[src/rtl/ps2_key_event_encoder.sv]
// ps2_key_event_encoder
// Turns a raw PS/2 set-2 scancode byte stream (make, E0 extended, F0 break, E1 pause)
// into 11-bit key events on ps2_key. Each event flips ps2_key[10], so consumers only
// have to edge-detect that bit.
//
// Optional feature macro: PS2_PAUSE_EN
//   defined   : E1 14 77 E1 F0 14 F0 77 is matched byte for byte and yields one
//               event {pressed=1, ext=1, code=8'h77}; a mismatch raises proto_err.
//   undefined : E1 and the seven bytes after it are swallowed with no event and no error.
//
// Ports
//   clk_sys     in   1   system clock, posedge
//   RESET_N     in   1   asynchronous active-low reset
//   byte_in     in   8   scancode byte from the PS/2 receiver
//   byte_valid  in   1   byte_in valid, held until accepted
//   byte_ready  out  1   byte accepted when byte_valid & byte_ready
//   ps2_key     out  11  [10] toggle, [9] pressed, [8] extended, [7:0] code
//   key_strobe  out  1   one-cycle pulse in the cycle ps2_key updates
//   proto_err   out  1   one-cycle pulse on prefix timeout or illegal sequence
module ps2_key_event_encoder #(
    parameter int unsigned TIMEOUT_CYCLES = 1000000
) (
    input  logic        clk_sys,
    input  logic        RESET_N,
    input  logic [7:0]  byte_in,
    input  logic        byte_valid,
    output logic        byte_ready,
    output logic [10:0] ps2_key,
    output logic        key_strobe,
    output logic        proto_err
);

    localparam int unsigned CNT_W = (TIMEOUT_CYCLES > 1) ? $clog2(TIMEOUT_CYCLES + 1) : 1;
    // Expiry fires on the TIMEOUT_CYCLES-th idle cycle spent waiting for a follower byte.
    localparam logic [CNT_W-1:0] CNT_LAST = CNT_W'(TIMEOUT_CYCLES - 1);

`ifdef PS2_PAUSE_EN
    typedef enum logic [2:0] {
        ST_IDLE    = 3'd0,
        ST_EXT     = 3'd1,
        ST_BRK     = 3'd2,
        ST_EXT_BRK = 3'd3,
        ST_EMIT    = 3'd4,
        ST_PAUSE   = 3'd5
    } state_t;
`else
    typedef enum logic [2:0] {
        ST_IDLE    = 3'd0,
        ST_EXT     = 3'd1,
        ST_BRK     = 3'd2,
        ST_EXT_BRK = 3'd3,
        ST_EMIT    = 3'd4,
        ST_SKIP    = 3'd5
    } state_t;
`endif

    state_t           state_r, state_next_s;
    logic [CNT_W-1:0] cnt_r, cnt_next_s;
    logic [2:0]       idx_r, idx_next_s;
    logic             byte_ready_r, key_strobe_r, proto_err_r;
    logic [10:0]      ps2_key_r;
    logic             accept_s, emit_s, err_s, waiting_s;
    logic [9:0]       emit_key_s;

    function automatic logic is_prefix(input logic [7:0] b);
        return (b == 8'hE0) || (b == 8'hF0) || (b == 8'hE1);
    endfunction

    // Keyboard housekeeping replies (BAT ok, ACK, resend, echo, overruns) carry no key.
    function automatic logic is_discard(input logic [7:0] b);
        return (b == 8'hAA) || (b == 8'hFA) || (b == 8'hFE) ||
               (b == 8'hEE) || (b == 8'h00) || (b == 8'hFF);
    endfunction

`ifdef PS2_PAUSE_EN
    // Bytes expected after the leading E1 of the Pause sequence.
    function automatic logic [7:0] pause_byte(input logic [2:0] idx);
        case (idx)
            3'd0:    return 8'h14;
            3'd1:    return 8'h77;
            3'd2:    return 8'hE1;
            3'd3:    return 8'hF0;
            3'd4:    return 8'h14;
            3'd5:    return 8'hF0;
            3'd6:    return 8'h77;
            default: return 8'h00;
        endcase
    endfunction
`endif

    assign accept_s = byte_valid & byte_ready_r;

    // Next-state, event decode and prefix timeout.
    always_comb begin
        state_next_s = state_r;
        cnt_next_s   = cnt_r;
        idx_next_s   = idx_r;
        emit_s       = 1'b0;
        emit_key_s   = ps2_key_r[9:0];
        err_s        = 1'b0;
        waiting_s    = 1'b0;

        case (state_r)
            ST_IDLE: begin
                if (accept_s) begin
                    if (byte_in == 8'hE0) begin
                        state_next_s = ST_EXT;
                    end else if (byte_in == 8'hF0) begin
                        state_next_s = ST_BRK;
                    end else if (byte_in == 8'hE1) begin
                        idx_next_s = 3'd0;
`ifdef PS2_PAUSE_EN
                        state_next_s = ST_PAUSE;
`else
                        state_next_s = ST_SKIP;
`endif
                    end else if (is_discard(byte_in)) begin
                        state_next_s = ST_IDLE;
                    end else begin
                        emit_s     = 1'b1;
                        emit_key_s = {1'b1, 1'b0, byte_in};
                    end
                end else begin
                    state_next_s = ST_IDLE;
                end
            end
            ST_EXT: begin
                waiting_s = 1'b1;
                if (accept_s) begin
                    if (byte_in == 8'hF0) begin
                        state_next_s = ST_EXT_BRK;
                    end else if (byte_in == 8'hE0) begin
                        state_next_s = ST_EXT;
                    end else begin
                        emit_s     = 1'b1;
                        emit_key_s = {1'b1, 1'b1, byte_in};
                    end
                end else begin
                    state_next_s = ST_EXT;
                end
            end
            ST_BRK: begin
                waiting_s = 1'b1;
                if (accept_s) begin
                    if (is_prefix(byte_in)) begin
                        err_s        = 1'b1;
                        state_next_s = ST_IDLE;
                    end else begin
                        emit_s     = 1'b1;
                        emit_key_s = {1'b0, 1'b0, byte_in};
                    end
                end else begin
                    state_next_s = ST_BRK;
                end
            end
            ST_EXT_BRK: begin
                waiting_s = 1'b1;
                if (accept_s) begin
                    if (is_prefix(byte_in)) begin
                        err_s        = 1'b1;
                        state_next_s = ST_IDLE;
                    end else begin
                        emit_s     = 1'b1;
                        emit_key_s = {1'b0, 1'b1, byte_in};
                    end
                end else begin
                    state_next_s = ST_EXT_BRK;
                end
            end
`ifdef PS2_PAUSE_EN
            ST_PAUSE: begin
                waiting_s = 1'b1;
                if (accept_s) begin
                    if (byte_in != pause_byte(idx_r)) begin
                        err_s        = 1'b1;
                        state_next_s = ST_IDLE;
                    end else if (idx_r == 3'd6) begin
                        emit_s     = 1'b1;
                        emit_key_s = {1'b1, 1'b1, 8'h77};
                    end else begin
                        idx_next_s = idx_r + 3'd1;
                    end
                end else begin
                    state_next_s = ST_PAUSE;
                end
            end
`else
            ST_SKIP: begin
                waiting_s = 1'b1;
                if (accept_s) begin
                    if (idx_r == 3'd6) begin
                        state_next_s = ST_IDLE;
                    end else begin
                        idx_next_s = idx_r + 3'd1;
                    end
                end else begin
                    state_next_s = ST_SKIP;
                end
            end
`endif
            ST_EMIT: begin
                state_next_s = ST_IDLE;
            end
            default: begin
                state_next_s = ST_IDLE;
            end
        endcase

        if (emit_s) begin
            state_next_s = ST_EMIT;
        end else begin
            state_next_s = state_next_s;
        end

        // An accepted byte always beats expiry in the same cycle.
        if (accept_s) begin
            cnt_next_s = '0;
        end else if (waiting_s && (TIMEOUT_CYCLES != 0)) begin
            if (cnt_r == CNT_LAST) begin
                err_s        = 1'b1;
                state_next_s = ST_IDLE;
                cnt_next_s   = '0;
            end else begin
                cnt_next_s = cnt_r + {{(CNT_W-1){1'b0}}, 1'b1};
            end
        end else begin
            cnt_next_s = '0;
        end
    end

    // State, counters and registered outputs; outputs reflect the state being entered.
    always_ff @(posedge clk_sys or negedge RESET_N) begin
        if (!RESET_N) begin
            state_r      <= ST_IDLE;
            cnt_r        <= '0;
            idx_r        <= 3'd0;
            byte_ready_r <= 1'b0;
            ps2_key_r    <= 11'h000;
            key_strobe_r <= 1'b0;
            proto_err_r  <= 1'b0;
        end else begin
            state_r      <= state_next_s;
            cnt_r        <= cnt_next_s;
            idx_r        <= idx_next_s;
            byte_ready_r <= (state_next_s != ST_EMIT);
            key_strobe_r <= emit_s;
            proto_err_r  <= err_s;
            if (emit_s) begin
                ps2_key_r <= {~ps2_key_r[10], emit_key_s};
            end else begin
                ps2_key_r <= ps2_key_r;
            end
        end
    end

    assign byte_ready = byte_ready_r;
    assign ps2_key    = ps2_key_r;
    assign key_strobe = key_strobe_r;
    assign proto_err  = proto_err_r;

endmodule

[config.mk]
export PLATFORM = sky130hd
export DESIGN_NAME = ps2_key_event_encoder
export DESIGN_NICKNAME = d
export VERILOG_FILES = /design/src/rtl/ps2_key_event_encoder.sv
export SDC_FILE = /design/constraint.sdc
export NUM_CORES = 1
export LEC_CHECK = 0
export ABC_AREA = 1
export CORE_UTILIZATION = 48
export CTS_BUF_LIST = sky130_fd_sc_hd__clkbuf_16
export DETAILED_ROUTE_END_ITERATION = 7
export GPL_TIMING_DRIVEN = 0
export PLACE_DENSITY_LB_ADDON = 0.25
export SYNTH_ARGS = -nofsm -noshare
export SYNTH_HDL_FRONTEND = slang
export SYNTH_SLANG_ARGS = --single-unit
[constraint.sdc]
create_clock -name clk_sys -period 3.8 [get_ports clk_sys]
set_input_delay 0.95 -clock clk_sys [delete_from_list [all_inputs] [get_ports clk_sys]]
set_output_delay 0.95 -clock clk_sys [all_outputs]
set_load 0.03 [all_outputs]
==> results.txt, run 1 <==
syn nets - 318
WL per Instance - 12.0 um
hold bufs inserted after CTS - 0
kind of start point of the critical path - input port
critical path's top delay family - buffers and inverters
Slew Viols, Final - 0
Final ANT Viol Nets - 0
Synth Area in Compound Gates - 9.81%
clock power share - 34.6%
area growth from synthesis to layout - 20.3%
mapped cell area - 2320 um2
Clock Skew - 0.00505 ns
CP cell instances - clkdlybuf4s50_1 -> inv_2 -> nor2_2 -> nand4_1 -> a21oi_1 -> nand2_1 -> o21ai_0 -> o21ai_1
largest family of logic cells by synthesized area - simple AND/OR/NAND/NOR gates
Synth Instances - 304
M1 GR Usage - 28.7%
FFs w/ async S/R, synth - 100%
status - finished, final reports clean
H-Tree Depth - 2
register area share after synthesis - 43.1%
Via-to-Cell Ratio - 5.11
EDFF count, synth - 0
Clock Tree Root - clkbuf_16
Die Footprint - 5120 um2
Syn Area/Cell - 7.64 um2
Internal - 0.960 mW
Lkg Pwr - 1.33 nW
initial drt markers - 85
FP Rows - 24
Worst-path clk slew - 0.06 ns
CTS Sinks - 40
Final Hold Violating Endpoints - 0
dpl hpwl - 3420 um
Slew headroom - 43.0%
Core Util, Final - 62.0%
Cells after DPL - 380
routed wire length - 4660 um
Die Y - 71.6 um
Peak VDD IR - 0.354 mV
sequential share of power - 36.7%
CORE AREA - 4500 um2
switching share of power - 32.1%
RSZ-0062 raised after global routing - no
initial antenna violation count - 0
XOR/XNOR Fraction of Synth Area - 1.51%
worst path bufs/invs - 2
total CTS buffers - 5
Cell Count, Final, Fillers Out - 388
initial core utilization - 51.6%
fmax - 0.431 GHz
PwrDens - 506 nW/um2
ANT cells - 0
minimum clock period - 2.32 ns
Max-cap violations - 0
met3 Usage GRT - 5.34%
largest net degree at the start of global routing - 41
Comb power frac - 28.7%
Layout fillers - 412
HP Class - reg -> reg
Clock Latency Late Sink - 0.29 ns
TritonCTS clock tree - done
setup TNS - 0 ns
width of the die - 71.6 um
port buffer count - 24
Data arrival, critical path - 2.48 ns
post-CTS sizing - 0
share of cells above drive strength 1 - 14.3%
Max clock buf depth - 2
Placed Area - 2620 um2
postcts setup bufs - 0
design area - 2790 um2
period utilization - 61.0%
met2 layer usage reported by global route - 33.2%
Req. time, crit path - 3.97 ns
global-route wire length before repair - 8490 um
drt first pass iters - 4
Top FF cell, synth - dfrtp_1
Setup violations, final - 0
Ports - 25
slowest CP cell - clkdlybuf4s50_1
vias in the first global route - 1986
DRC - 0
final global-route overflow total - 0
crit path max fanout - 4
Simple-Gate Fraction of Synth Area - 35.1%
Worst Slack Setup Final - 1.48 ns
Placer Congestion - 0.872
nets - 349
Synthesis Warnings - 0
Global Route Usage Sum - 21.0%
Psw - 0.453 mW
Via Count - 1983
adder-cell share of the synthesized area - 1.62%
measured slew at the worst slew-check pin - 0.855 ns
dpl ws - 1.20 ns
CP max stage delay - 0.54 ns
CP Capture Type - flip-flop
Yosys reg bits - 40
mux cell area share after synthesis - 0%
busiest metal layer after global routing - met2
Setup CP Type - in -> reg
Synth cell types - 33
[cell usage after synthesis, types with 6 or more instances]
cell,number,area share [%]
nor2_1,48,7.8
nand4_1,7,1.9
nand2_1,75,12
nand2_2,9,2.4
nor2_2,7,1.9
o21ai_0,6,1.3
dfrtp_1,40,43
inv_1,33,5.3
a21oi_1,14,3.0
o21ai_2,7,2.6
nand3_1,15,3.2
[layer usage]
layer,vias to the layer above,wire (um)
li1,1027,-
met4,0,54
met5,-,0
met1,901,2260
met2,49,2100
met3,6,244
[cell families after synthesis]
logic type | Yosys count
DFF | 40
buffers and inverters | 43
and+or+nand+nor | 177
xor gates and xnor gates | 4
AOI/OAI and AO/OA | 37
adders and majority gates | 3
[cell type report]
type / count / area, um2 / area share, %
clock buffers: 5 / 125 / 4.48
multi-input cells: 221 / 1120 / 39.9
flip-flops and latches: 40 / 1000 / 35.8
well taps: 52 / 65.1 / 2.33
clock inverters: 3 / 46.3 / 1.66
plain buffers: 4 / 58.8 / 2.10
inverters: 39 / 146 / 5.24
repair buffers: 24 / 235 / 8.42
[path summary, 6_finish.rpt]
check / to / startpoint / depth (start not counted) / slack [ns]
min reg2reg: cnt_r[0] / cnt_r[0] / 1 / 0.45
min in group asynchronous: cnt_r[17] / RESET_N / 1 / 0.77
max reg2reg: cnt_r[10] / cnt_r[0] / 10 / 2.01
max in group asynchronous: ps2_key[9] / RESET_N / 1 / 2.49
max: idx_r[2] / byte_in[0] / 8 / 1.48
min: cnt_r[0] / cnt_r[0] / 1 / 0.45
[layout by cell type, fill, tap and decap left out, drive strengths merged, types with 3 or more instances in the layout]
master and n:
a21oi 14, a31oi 3, buf 5, clkbuf 5, clkdlybuf4s50 23, dfrtp 40, ha 3, inv 39
nand2 85, nand3 17, nand4 7, nor2 58, nor3 6, o21a 3, o21ai 15, xor2 3
[through the flow]
step                      power (mW)  hold slack, ns
after detailed placement       0.931           0.447
final                           1.41           0.452
after CTS                       1.43           0.455
after global routing            1.47           0.469
after global placement         0.925           0.447
after floorplan                0.776           0.423
[power groups by stage]
stage | sequential, mW | clock [mW] | combinational (mW)
2_1_floorplan | 0.620 | 0 | 0.157
3_3_place_gp | 0.524 | 0 | 0.401
3_5_place_dp | 0.525 | 0 | 0.407
4_1_cts | 0.519 | 0.497 | 0.412
5_1_grt | 0.525 | 0.508 | 0.438
6_report | 0.518 | 0.489 | 0.406
[sequential cells by signal, summed over array words and instances (netlist names)]
signal,count
proto_err,1
state_r,3
key_strobe,1
idx_r,3
byte_ready,1
cnt_r,20
ps2_key,11
[worst register-to-register path, cell delays in order (launching register included)]
cell and delay (ns):
dfrtp_1 0.36, ha_1 0.18, nand3_1 0.14, nor2_1 0.17
nand2_1 0.08, inv_1 0.10, nand3_1 0.13, nand2_1 0.18
buf_4 0.20, nor2_1 0.05, o21a_1 0.10
Note: power is estimated with default switching activity, not from simulation.
==> run 2: changes to the inputs <==
clock period = 2.03 ns   (was 3.8 ns; I/O delays follow)
==> results of run 2 <==
Same layout as run 1 (identical final DEF). Status: finished, final reports clean.
Main changes from that run: setup slack after placement 1.20 ns -> -0.132 ns; setup slack after layout 1.48 ns -> 0.153 ns; hold slack 0.452 ns -> 0.326 ns; register-to-register setup slack 2.01 ns -> 0.24 ns; total power 1.41 mW -> 2.64 mW; worst IR drop on VDD 0.354 mV -> 0.663 mV
